**src/rtl/coin_acceptor.sv**
```systemverilog
// Coin sensor front end: synchronizes and debounces raw coin levels into clean rs5/rs10/reject pulses with jam detection.
// Optional build macro COIN_TALLY_EN adds tally_clr, tally5 and tally10 accepted-coin counters.
module coin_acceptor #(
    parameter int DEBOUNCE_CYCLES = 4,
    parameter int JAM_CYCLES      = 64
) (
    input  logic       clk,
    input  logic       reset,
    input  logic       coin5_raw,
    input  logic       coin10_raw,
`ifdef COIN_TALLY_EN
    input  logic       tally_clr,
    output logic [7:0] tally5,
    output logic [7:0] tally10,
`endif
    output logic       rs5,
    output logic       rs10,
    output logic       coin_reject,
    output logic       jam
);

    localparam int CW = $clog2(JAM_CYCLES + 1);
    localparam logic [CW-1:0] DEB_LAST = CW'(DEBOUNCE_CYCLES - 1);
    localparam logic [CW-1:0] JAM_LAST = CW'(JAM_CYCLES - 1);
    localparam logic [CW-1:0] CNT_MAX  = {CW{1'b1}};
    localparam logic [CW-1:0] CNT_ZERO = {CW{1'b0}};
    localparam logic [CW-1:0] CNT_ONE  = {{(CW-1){1'b0}}, 1'b1};

    typedef enum logic [2:0] {
        ST_IDLE    = 3'd0,
        ST_QUALIFY = 3'd1,
        ST_EMIT    = 3'd2,
        ST_REJ     = 3'd3,
        ST_RELEASE = 3'd4,
        ST_JAM     = 3'd5
    } state_e;

    function automatic logic [CW-1:0] sat_inc(input logic [CW-1:0] v);
        return (v == CNT_MAX) ? v : v + CNT_ONE;
    endfunction

    logic [1:0]    sync5_r;
    logic [1:0]    sync10_r;
    logic [1:0]    s_s;
    state_e        state_r;
    logic [1:0]    code_r;
    logic [CW-1:0] cnt_r;
    logic [CW-1:0] jam_cnt_r;
    logic          rs5_r;
    logic          rs10_r;
    logic          reject_r;
    logic          jam_r;

    // Two-flop synchronizers for the asynchronous sensor levels.
    always_ff @(posedge clk or negedge reset) begin
        if (!reset) begin
            sync5_r  <= 2'b00;
            sync10_r <= 2'b00;
        end else begin
            sync5_r  <= {sync5_r[0], coin5_raw};
            sync10_r <= {sync10_r[0], coin10_raw};
        end
    end

    assign s_s = {sync10_r[1], sync5_r[1]};

    // Qualification FSM; outputs are registered alongside the state they decode.
    always_ff @(posedge clk or negedge reset) begin
        if (!reset) begin
            state_r   <= ST_IDLE;
            code_r    <= 2'b00;
            cnt_r     <= CNT_ZERO;
            jam_cnt_r <= CNT_ZERO;
            rs5_r     <= 1'b0;
            rs10_r    <= 1'b0;
            reject_r  <= 1'b0;
            jam_r     <= 1'b0;
        end else begin
            rs5_r    <= 1'b0;
            rs10_r   <= 1'b0;
            reject_r <= 1'b0;
            case (state_r)
                ST_IDLE: begin
                    if (s_s != 2'b00) begin
                        code_r  <= s_s;
                        cnt_r   <= CNT_ZERO;
                        state_r <= ST_QUALIFY;
                    end
                end
                ST_QUALIFY: begin
                    if (s_s == 2'b00) begin
                        state_r <= ST_IDLE;
                    end else if (s_s != code_r) begin
                        code_r <= s_s;
                        cnt_r  <= CNT_ZERO;
                    end else if (cnt_r == DEB_LAST) begin
                        if (code_r == 2'b11) begin
                            state_r  <= ST_REJ;
                            reject_r <= 1'b1;
                        end else begin
                            state_r <= ST_EMIT;
                            rs5_r   <= (code_r == 2'b01);
                            rs10_r  <= (code_r == 2'b10);
                        end
                    end else begin
                        cnt_r <= sat_inc(cnt_r);
                    end
                end
                ST_EMIT, ST_REJ: begin
                    state_r   <= ST_RELEASE;
                    cnt_r     <= CNT_ZERO;
                    jam_cnt_r <= CNT_ZERO;
                end
                ST_RELEASE: begin
                    // cnt_r tracks consecutive clear samples; jam_cnt_r accumulates active ones.
                    if (s_s != 2'b00) begin
                        cnt_r <= CNT_ZERO;
                        if (jam_cnt_r == JAM_LAST) begin
                            state_r <= ST_JAM;
                            jam_r   <= 1'b1;
                        end else begin
                            jam_cnt_r <= sat_inc(jam_cnt_r);
                        end
                    end else if (cnt_r == DEB_LAST) begin
                        state_r <= ST_IDLE;
                    end else begin
                        cnt_r <= sat_inc(cnt_r);
                    end
                end
                ST_JAM: begin
                    if (s_s != 2'b00) begin
                        cnt_r <= CNT_ZERO;
                    end else if (cnt_r == DEB_LAST) begin
                        state_r <= ST_IDLE;
                        jam_r   <= 1'b0;
                    end else begin
                        cnt_r <= sat_inc(cnt_r);
                    end
                end
                default: begin
                    state_r   <= ST_IDLE;
                    code_r    <= 2'b00;
                    cnt_r     <= CNT_ZERO;
                    jam_cnt_r <= CNT_ZERO;
                    jam_r     <= 1'b0;
                end
            endcase
        end
    end

    assign rs5         = rs5_r;
    assign rs10        = rs10_r;
    assign coin_reject = reject_r;
    assign jam         = jam_r;

`ifdef COIN_TALLY_EN
    logic [7:0] tally5_r;
    logic [7:0] tally10_r;

    // Accepted-coin tallies; clear wins over a same-cycle increment, counts hold at 255.
    always_ff @(posedge clk or negedge reset) begin
        if (!reset) begin
            tally5_r  <= 8'd0;
            tally10_r <= 8'd0;
        end else if (tally_clr) begin
            tally5_r  <= 8'd0;
            tally10_r <= 8'd0;
        end else begin
            if (rs5_r && (tally5_r != 8'hff)) begin
                tally5_r <= tally5_r + 8'd1;
            end
            if (rs10_r && (tally10_r != 8'hff)) begin
                tally10_r <= tally10_r + 8'd1;
            end
        end
    end

    assign tally5  = tally5_r;
    assign tally10 = tally10_r;
`endif

endmodule

```
**config.mk**
```make
export PLATFORM = sky130hd
export DESIGN_NAME = coin_acceptor
export DESIGN_NICKNAME = d
export VERILOG_FILES = /design/src/rtl/coin_acceptor.sv
export SDC_FILE = /design/constraint.sdc
export NUM_CORES = 1
export LEC_CHECK = 0
export ABC_CLOCK_PERIOD_IN_PS = 2000
export CAP_MARGIN = 25
export CORE_ASPECT_RATIO = 1.75
export CORE_MARGIN = 2
export CORE_UTILIZATION = 40
export CTS_CLUSTER_SIZE = 10
export DETAILED_ROUTE_END_ITERATION = 10
export GPL_TIMING_DRIVEN = 0
export PLACE_DENSITY = 0.62
export SETUP_SLACK_MARGIN = 0.2
export SLEW_MARGIN = 5
export SYNTH_ARGS = -nofsm -noshare
export SYNTH_HDL_FRONTEND = slang
export SYNTH_SLANG_ARGS = --single-unit
export TNS_END_PERCENT = 30
```
**constraint.sdc**
```tcl
create_clock -name clk -period 2 [get_ports clk]
set_input_delay 0.6 -clock clk [delete_from_list [all_inputs] [get_ports clk]]
set_output_delay 0.6 -clock clk [all_outputs]
set_load 0.1 [all_outputs]
```
# Word-level counts from Yosys, hierarchy flattened
# Cells that the tools add are included.
[totals] out_inout_bits=4 n_memories=0 in_bits=4 rom_bits=0 latch_bits=0 ram_bits=0 regBits=27
[op_classes] addsub=2 n_reduce_logical=13 n_div=0 multipliers=0 mux=45 order_cmp=0 n_bitwise=3 shift=0 eq_ne=25
[ops] op="two-way mux 7 bit" count=9
[ops] op="two-way mux 3 bit" count=8
[ops] op="one-hot mux 7 bit (3 select lines)" count=1
[ops] op="two-way mux 1 bit" count=20
[ops] op="inequality test 2 bit, second input constant" count=9
[ops] op="one-hot mux 3 bit (5 select lines)" count=1
[ops] op="adder 7 x 1 -> 7 bit, second input constant" count=2
[ops] op="== test 7 bit, second input constant" count=2
[ops] op="one-hot mux 7 bit (2 select lines)" count=1
[ops] op="AND reduction 5 bit" count=2
[ops] op="inequality test 3 bit, second input constant" count=3
[ops] op="AND reduction 4 bit" count=2
[ops] op="OR reduction 4 bit" count=2
[ops] op="== test 7 x 2 -> 1 bit, second input constant" count=1
[ops] op="== test 7 x 6 -> 1 bit, second input constant" count=1
[ops] op="== test 3 x 2 -> 1 bit, second input constant" count=2
[ops] op="== test 3 bit, second input constant" count=2
[ops] op="two-way mux 2 bit" count=3
[ops] op="one-hot mux 2 bit (3 select lines)" count=1
[ops] op="== test 2 bit, second input constant" count=2
[ops] op="OR reduction 2 bit" count=2
[ops] op="== test 3 x 1 -> 1 bit, second input constant" count=1
[ops] op="zero test 3 bit" count=1
[ops] op="inverter 1 bit" count=3
[ops] op="other kinds (7)" count=7

# Depth between registers and ports, before layout
[depth] ltp_word=6 ltp_mapped=6 depth_no_buf=6

# Least setup slack after synthesis
# No wires, ideal clock.
[synth_timing] path_type="register to register" from="register jam_cnt_r[0]" to="register state_r[0]" n_path_buf=0 arrival_time_ps=1661 synth_period_minus_slack_ps=1786 path_stages_with_launch=7 setup_time_ps=125 path_slack_ps=214 required_ps=1875 cell_sequence="dfrtp_1 ha_1 and4_1 and3b_1 nor3_1 or3_4 mux2_4"
[synth_via] elab_chain_cells=3
[synth_lines] item="start: declaration" line="48" source="logic [CW-1:0] jam_cnt_r;"
[synth_lines] item="start signal: assignment" line="122" source="jam_cnt_r <= sat_inc(jam_cnt_r);"
[synth_lines] item="== test 7 x 6 -> 1 bit" line="118" source="if (jam_cnt_r == JAM_LAST) begin"
[synth_lines] item="inequality test 3 bit (no source line)"
[synth_lines] item="AND reduction 5 bit (no source line)"
[synth_lines] item="end signal: assignment" line="119" source="state_r <= ST_JAM;"
[synth_lines] item="end signal: assignment" line="125" source="state_r <= ST_IDLE;"
[synth_lines] item="end signal: assignment" line="134" source="state_r <= ST_IDLE;"
[synth_lines] item="end: declaration" line="45" source="state_e state_r;"
# Every way passes these cells.
# A chain may end at the register's enable or synchronous reset.

# Worst setup path in the final report
[layout_timing] from="register jam_cnt_r[1]" to="register state_r[0]"
# Same word-level chain as after synthesis.

==> impl_metrics.py <==
metrics = {
    "power": {
        "p_sw_w": 0.000822,
        "p_leak_nw": 0.756,
        "ir_drop_v": 0.000614,
        "power_frac_seq_pct": 37.8,
        "power_w": 0.00202,
        "p_per_area_mw_per_mm2": 1140,
        "p_sw_share_pct": 40.6,
        "intPower_w": 0.00120,
        "power_frac_clock_pct": 15.2,
        "combPwrFrac_pct": 47.0,
    },
    "run": {
        "maxCapViolations": 0,
    },
    "synth": {
        "synth_nets": 149,
        "ys_warn_count": 0,
        "synth-async-reset-ratio_pct": 100,
        "synth_flop_cell": "dfrtp_1",
        "synth_area_leaders": "dfrtp_1 48%, nor2_1 5.9%, ha_1 5.3%, xor2_1 4.4%, nand2_1 2.7%",
        "syn_area_per_cell_um2": 10.1,
        "synth_cells": 139,
        "ys_seq_area_share_pct": 48.1,
        "ys_types": 37,
        "synth_top_area_cell": "dfrtp_1",
        "ys_ff_latch": 27,
        "syn_area_mm2": 0.00141,
        "yosysMostFrequentCell": "dfrtp_1",
        "synth_edf_count": 0,
        "synthTopCellsByCount": "27 x dfrtp_1, 22 x nor2_1, 10 x nand2_1, 7 x xor2_1",
        "synth_top_area_share_pct": 48.1,
    },
    "cts": {
        "clockBufferDepth": 2,
        "clk_pin_slew_worst_paths_ns": 0.09,
        "cts_htree_levels": 1,
        "cts_sinks": 27,
        "cts_hold_buf": 0,
        "clock_latency_ns": 0.27,
        "cts_tree": "yes",
        "cts_root_buf": "clkbuf_8",
        "cts_buffers": 3,
    },
    "critical_path": {
        "regToRegSetupSlack_ns": 0.15,
        "cp_max_fo": 3,
        "cp_data_arrival_time_ns": 2.02,
        "required_ns": 2.16,
        "crit_path_end_kind": "flip-flop",
        "cp-start-kind": "flip-flop",
        "crit_type": "reg -> reg",
        "startpoint": "jam_cnt_r[1]$_DFFE_PN0P_",
        "timing.rr.start": "jam_cnt_r[1]$_DFFE_PN0P_",
    },
    "route": {
        "drc_errors": 0,
        "dr_total_vias": 1146,
        "wl_per_cell_um": 15.3,
        "viasPerCell": 5.62,
        "finalWirelength_mm": 3.13,
        "firstDrtPassIters": 4,
        "ant_nets": 0,
        "drtIter0Drc": 36,
    },
    "timing": {
        "timing.clock.skew_ns": 0.00456,
        "worstMarginPinSlew_ns": 0.638,
        "finalHoldViolations": 0,
        "fin_crit_sh_pct": 92.7,
        "max_slew_margin_pct": 57.3,
        "fmax_mhz": 539,
        "maxSlewViolCount": 0,
        "rsz0062_at_grt": "true",
        "finalSetupViolCount": 0,
        "period_minus_slack_ns": 1.85,
    },
    "worst_hold_path": {
        "hold_path.class": "reg -> reg",
        "hold_start": "sync10_r[0]$_DFF_PN0_",
    },
    "placement": {
        "gp_congestion": 0.802,
        "placed_cells": 192,
        "port_buffers": 7,
        "dpl.hpwl_mm": 2.16,
    },
    "layout": {
        "drive_above_1_share_pct": 25.2,
        "multi_input_area_um2": 788,
        "seqCellArea_um2": 678,
        "nFillCells": 320,
        "diodes": 0,
        "final_nets": 170,
        "area_growth_pct": 26.3,
        "final_cells": 204,
    },
    "floorplan": {
        "dieHeight_um": 82.4,
        "row_count": 28,
        "die_w_um": 48.8,
        "start_util_pct": 41.8,
        "ios": 8,
        "core_mm2": 0.00336,
        "die_area_mm2": 0.00402,
    },
    "grt": {
        "antenna_found_initial": 0,
        "grt_start_max_net_pins": 17,
        "grt_pass1_wl_mm": 4.94,
        "overflow": 0,
        "track_usage_pct": 15.7,
        "first_global_vias": 1141,
    },
    "run_status": {
        "status": "finished clean",
    },
}
## layer usage
layer | GRT usage [%] | wire [µm] | vias up
met2 | 29.6 | 1780 | 33
met3 | 1.80 | 97 | 8
li1 | - | - | 537
met5 | 0 | 0 | -
met1 | 16.9 | 1160 | 568
met4 | 8.86 | 88 | 0
## final cells by class
class | instances | share of cell area, %
Timing Repair Buffer | 16 | 9.17
Tap cell | 45 | 3.17
Clock buffer | 3 | 2.33
Clock inverter | 1 | 0.282
Sequential cell | 27 | 38.2
Buffer | 4 | 1.34
Multi-Input combinational cell | 103 | 44.4
Inverter | 5 | 1.06
## stage by stage
stage          setup WS, ns  hold WS, ns  TNS, ns  utilization [%]  instance area [µm²]
2_1_floorplan         0.214        0.304        0                -                 1410
3_3_place_gp        -0.0542        0.333    -1.19             45.5                 1530
3_5_place_dp        -0.0587        0.335   -0.150             46.4                 1560
4_1_cts              0.0176        0.357        0             47.9                 1610
5_1_grt              0.0940        0.379        0             52.8                 1770
6_report              0.145        0.355        0             52.8                 1770
## logic make-up after synthesis
kind of cell	Yosys count	synth area share [%]
fa+ha+maj	6	5.34
mux	4	3.21
buf+inv	9	2.67
xor+xnor	10	6.23
simple gates	60	22.1
flops	27	48.1
compound gates	23	12.4
## repair_timing
action	in CTS	in global routing
setup endpoints to repair	9	18
gates resized for setup	12	23
pin swaps	0	7
setup buffers	0	8
## sequential cells by signal, indices dropped and copies added, names as in the netlist
| name | flops |
|---|---|
| rs5 | 1 |
| sync10_r | 2 |
| rs10 | 1 |
| coin_reject | 1 |
| cnt_r | 7 |
| jam_cnt_r | 7 |
| sync5_r | 2 |
| state_r | 3 |
| code_r | 2 |
| jam | 1 |
## final timing paths
check,end,depth (start not counted)
worst max register to register,state_r[0]$_DFFE_PN0P_,6
worst max-delay path,state_r[0]$_DFFE_PN0P_,6
max in group asynchronous,cnt_r[0]$_DFFE_PN0P_,2
min in group asynchronous,jam_cnt_r[1]$_DFFE_PN0P_,1
worst min-delay path,sync10_r[1]$_DFF_PN0_,0
worst min register to register,sync10_r[1]$_DFF_PN0_,0
## layout by cell type (no fill, tap or decap), types with 3 or more instances in the layout
cell             instances
a21oi_1                  6
a31oi_1                  3
buf_4                    8
clkbuf_8                 3
clkdlybuf4s15_2          4
clkdlybuf4s50_1          3
dfrtp_1                 25
ha_1                     4
inv_1                    5
mux2i_1                  3
nand2_1                 10
nand3_1                  3
nand4_1                  3
nor2_1                  21
nor3_1                   3
nor4_1                   3
xnor2_1                  3
xor2_1                   7
## power groups by stage
stage / clock [W] / combinational [W] / sequential [W]
floorplan: 0 / 0.000638 / 0.000725
global placement: 0 / 0.000785 / 0.000746
detailed placement: 0 / 0.000807 / 0.000754
CTS: 0.000318 / 0.000813 / 0.000742
global route: 0.000337 / 0.00105 / 0.000778
finish: 0.000307 / 0.000952 / 0.000765
## worst max-delay path, cell delays in order (launching register included)
cell	delay, ns
dfrtp_1	0.43
ha_4	0.17
and4_4	0.24
and3b_2	0.21
nor3_2	0.05
or3_4	0.34
mux2_4	0.30
No activity file was read; power rests on OpenSTA's default activity.
==> edit, RTL diff (config.mk and constraints unchanged) <==
Re-encode `state_e` (6 states) as Gray code, 3 bits wide.
--- a/src/rtl/coin_acceptor.sv
+++ b/src/rtl/coin_acceptor.sv
@@ -27,12 +27,12 @@
     localparam logic [CW-1:0] CNT_ONE  = {{(CW-1){1'b0}}, 1'b1};
 
     typedef enum logic [2:0] {
-        ST_IDLE    = 3'd0,
-        ST_QUALIFY = 3'd1,
-        ST_EMIT    = 3'd2,
-        ST_REJ     = 3'd3,
-        ST_RELEASE = 3'd4,
-        ST_JAM     = 3'd5
+        ST_IDLE    = 3'b000,
+        ST_QUALIFY = 3'b001,
+        ST_EMIT    = 3'b011,
+        ST_REJ     = 3'b010,
+        ST_RELEASE = 3'b110,
+        ST_JAM     = 3'b111
     } state_e;
 
     function automatic logic [CW-1:0] sat_inc(input logic [CW-1:0] v);
Behaviour: no difference found for any inputs over 10 cycles, from zero or initial values and one cycle with reset low; not proved beyond that.
==> edit against the unedited design <==
  * Register-to-register slack gained 0.07 ns
  * Die area grew 1.3%
  * Sequential cell count is the same
  * Via count grew 3.8%
  * Power shrank 24%
  * Count of clock-buffer cells in the layout is the same
  * Cell area shrank 7.8%
  * Wire length shrank 2.8%
  * Area after synthesis grew 1.4%
  * Setup slack gained 0.053 ns
  * Largest power group is now sequential cells
==> edit: results (changes against the unedited design) <==
[critical_path]
rrSetupSlack_ns=0.22  ; was 0.15 ns
slowest_stage=clkdlybuf4s18_2  ; was dfrtp_1
slowest_delay_ns=0.55  ; was 0.43 ns
cp.arrival_ns=1.20  ; was 2.02 ns
critPathMaxFanout=2  ; was 3
crit_family=buffers and inverters  ; was simple AND/OR/NAND/NOR gates

[layout]
num-fill-cells=334  ; was 320
drive_gt1_frac=0.171  ; was 0.252
nets=165  ; was 170

[place]
dp_slack_ns=-0.0585  ; was -0.0587 ns
place_inst=199  ; was 192
dp_hpwl_mm=2.30  ; was 2.16 mm
globalplace.congestion=0.847  ; was 0.802
portBuffers=7  ; unchanged

[cts]
post-cts-setup-buffer-count=0  ; unchanged
h-tree-depth=1  ; unchanged

[synthesis]
synth.distinct_cells=47  ; was 37
synth_top_cells_by_count=27 x dfrtp_1, 11 x nor2_1, 10 x nand2_1, 10 x o21ai_0, 8 x a21oi_1  ; was 27 x dfrtp_1, 22 x nor2_1, 10 x nand2_1
syn_nets=152  ; was 149
ys_top_cells_by_area=dfrtp_1 47%, o21ai_0 3.5%, a31oi_1 3.1%  ; was dfrtp_1 48%, nor2_1 5.9%, ha_1 5.3%
yosysSeqAreaShare=0.474  ; was 0.481
syn_avg_cell_area_um2=9.76  ; was 10.1 µm²

[grt]
met3_usage=0.0198  ; was 0.0180
antenna_found_initial=0  ; unchanged
grt_usage=0.163  ; was 0.157
grt_use_met2=0.310  ; was 0.296
first_global_vias=1158  ; was 1141
grt_max_degree=16  ; was 17
use_met1=0.171  ; was 0.169

[drt]
drtIter0Drc=23  ; was 36
vias_per_cell=5.86  ; was 5.62
wl_per_cell_um=15.0  ; was 15.3 µm
routed_wl_mm=3.04  ; was 3.13 mm

[sta]
tightest_slew_ns=0.646  ; was 0.638 ns
finClkSkew_ns=0.00535  ; was 0.00456 ns

[power]
internal-power_uw=968  ; was 1200 µW
p_leak_uw=0.000664  ; was 0.000756 µW

[status]
outcome=complete, no violations  ; unchanged

edit: cell types whose count changed after synthesis, sizes merged, moves of 4 or more:
| cell | before | now |
|---|---|---|
| o31ai | 0 | 4 |
| nor2 | 22 | 11 |
| xor2 | 7 | 3 |
| ha | 6 | 2 |
| o21ai | 0 | 10 |
edit: stage by stage:
step           instance area, µm²  setup TNS [ns]
2_1_floorplan                1430               0
3_3_place_gp                 1550          -0.926
3_5_place_dp                 1570          -0.159
4_1_cts                      1640               0
5_1_grt                      1640               0
6_report                     1640               0
edit: logic make-up after synthesis:
family          Yosys count  share of synthesized area
simple gates             45                      0.183
fa+ha+maj                 2                     0.0176
mux                       1                    0.00702
buf+inv                  14                     0.0413
xor+xnor                  5                     0.0307
compound gates           52                      0.247
flops                    27                      0.474
edit: cell type report:
class                   count  share of cell area
flip-flops and latches     27               0.413
inverters                   7              0.0161
clock buffers               3              0.0252
well taps                  45              0.0344
repair buffers              8              0.0543
plain buffers               7              0.0206
clock inverters             1             0.00306
multi-input cells         105               0.433
edit: timing repair:
| action | 4_1_cts | 5_1_grt |
|---|---|---|
| hold buffers | 0 | 0 |
| setup endpoints to repair | 10 | 5 |
| pin swaps | 1 | 0 |
| resized for setup | 16 | 2 |
edit: routing by layer:
metal / wire (µm) / share of wire
met3: 71 / 0.023
met2: 1720 / 0.57
met1: 1170 / 0.38
met4: 79 / 0.026
met5: 0 / 0
edit: power by group through the flow:
stage               Combinational, µW  Clock (µW)  Sequential, µW
CTS                               513         324             706
floorplan                         391           0             692
global route                      583         348             716
finish                            519         310             707
global placement                  486           0             712
detailed placement                503           0             713
edit: final timing paths:
kind                             from      endpoint  cells after the start
max reg2reg                  cnt_r[0]          rs10                      5
min in group asynchronous       reset      cnt_r[5]                      1
min reg2reg                sync5_r[0]    sync5_r[1]                      0
max in group asynchronous       reset  jam_cnt_r[5]                      2
min                        sync5_r[0]    sync5_r[1]                      0
max                               jam           jam                      1
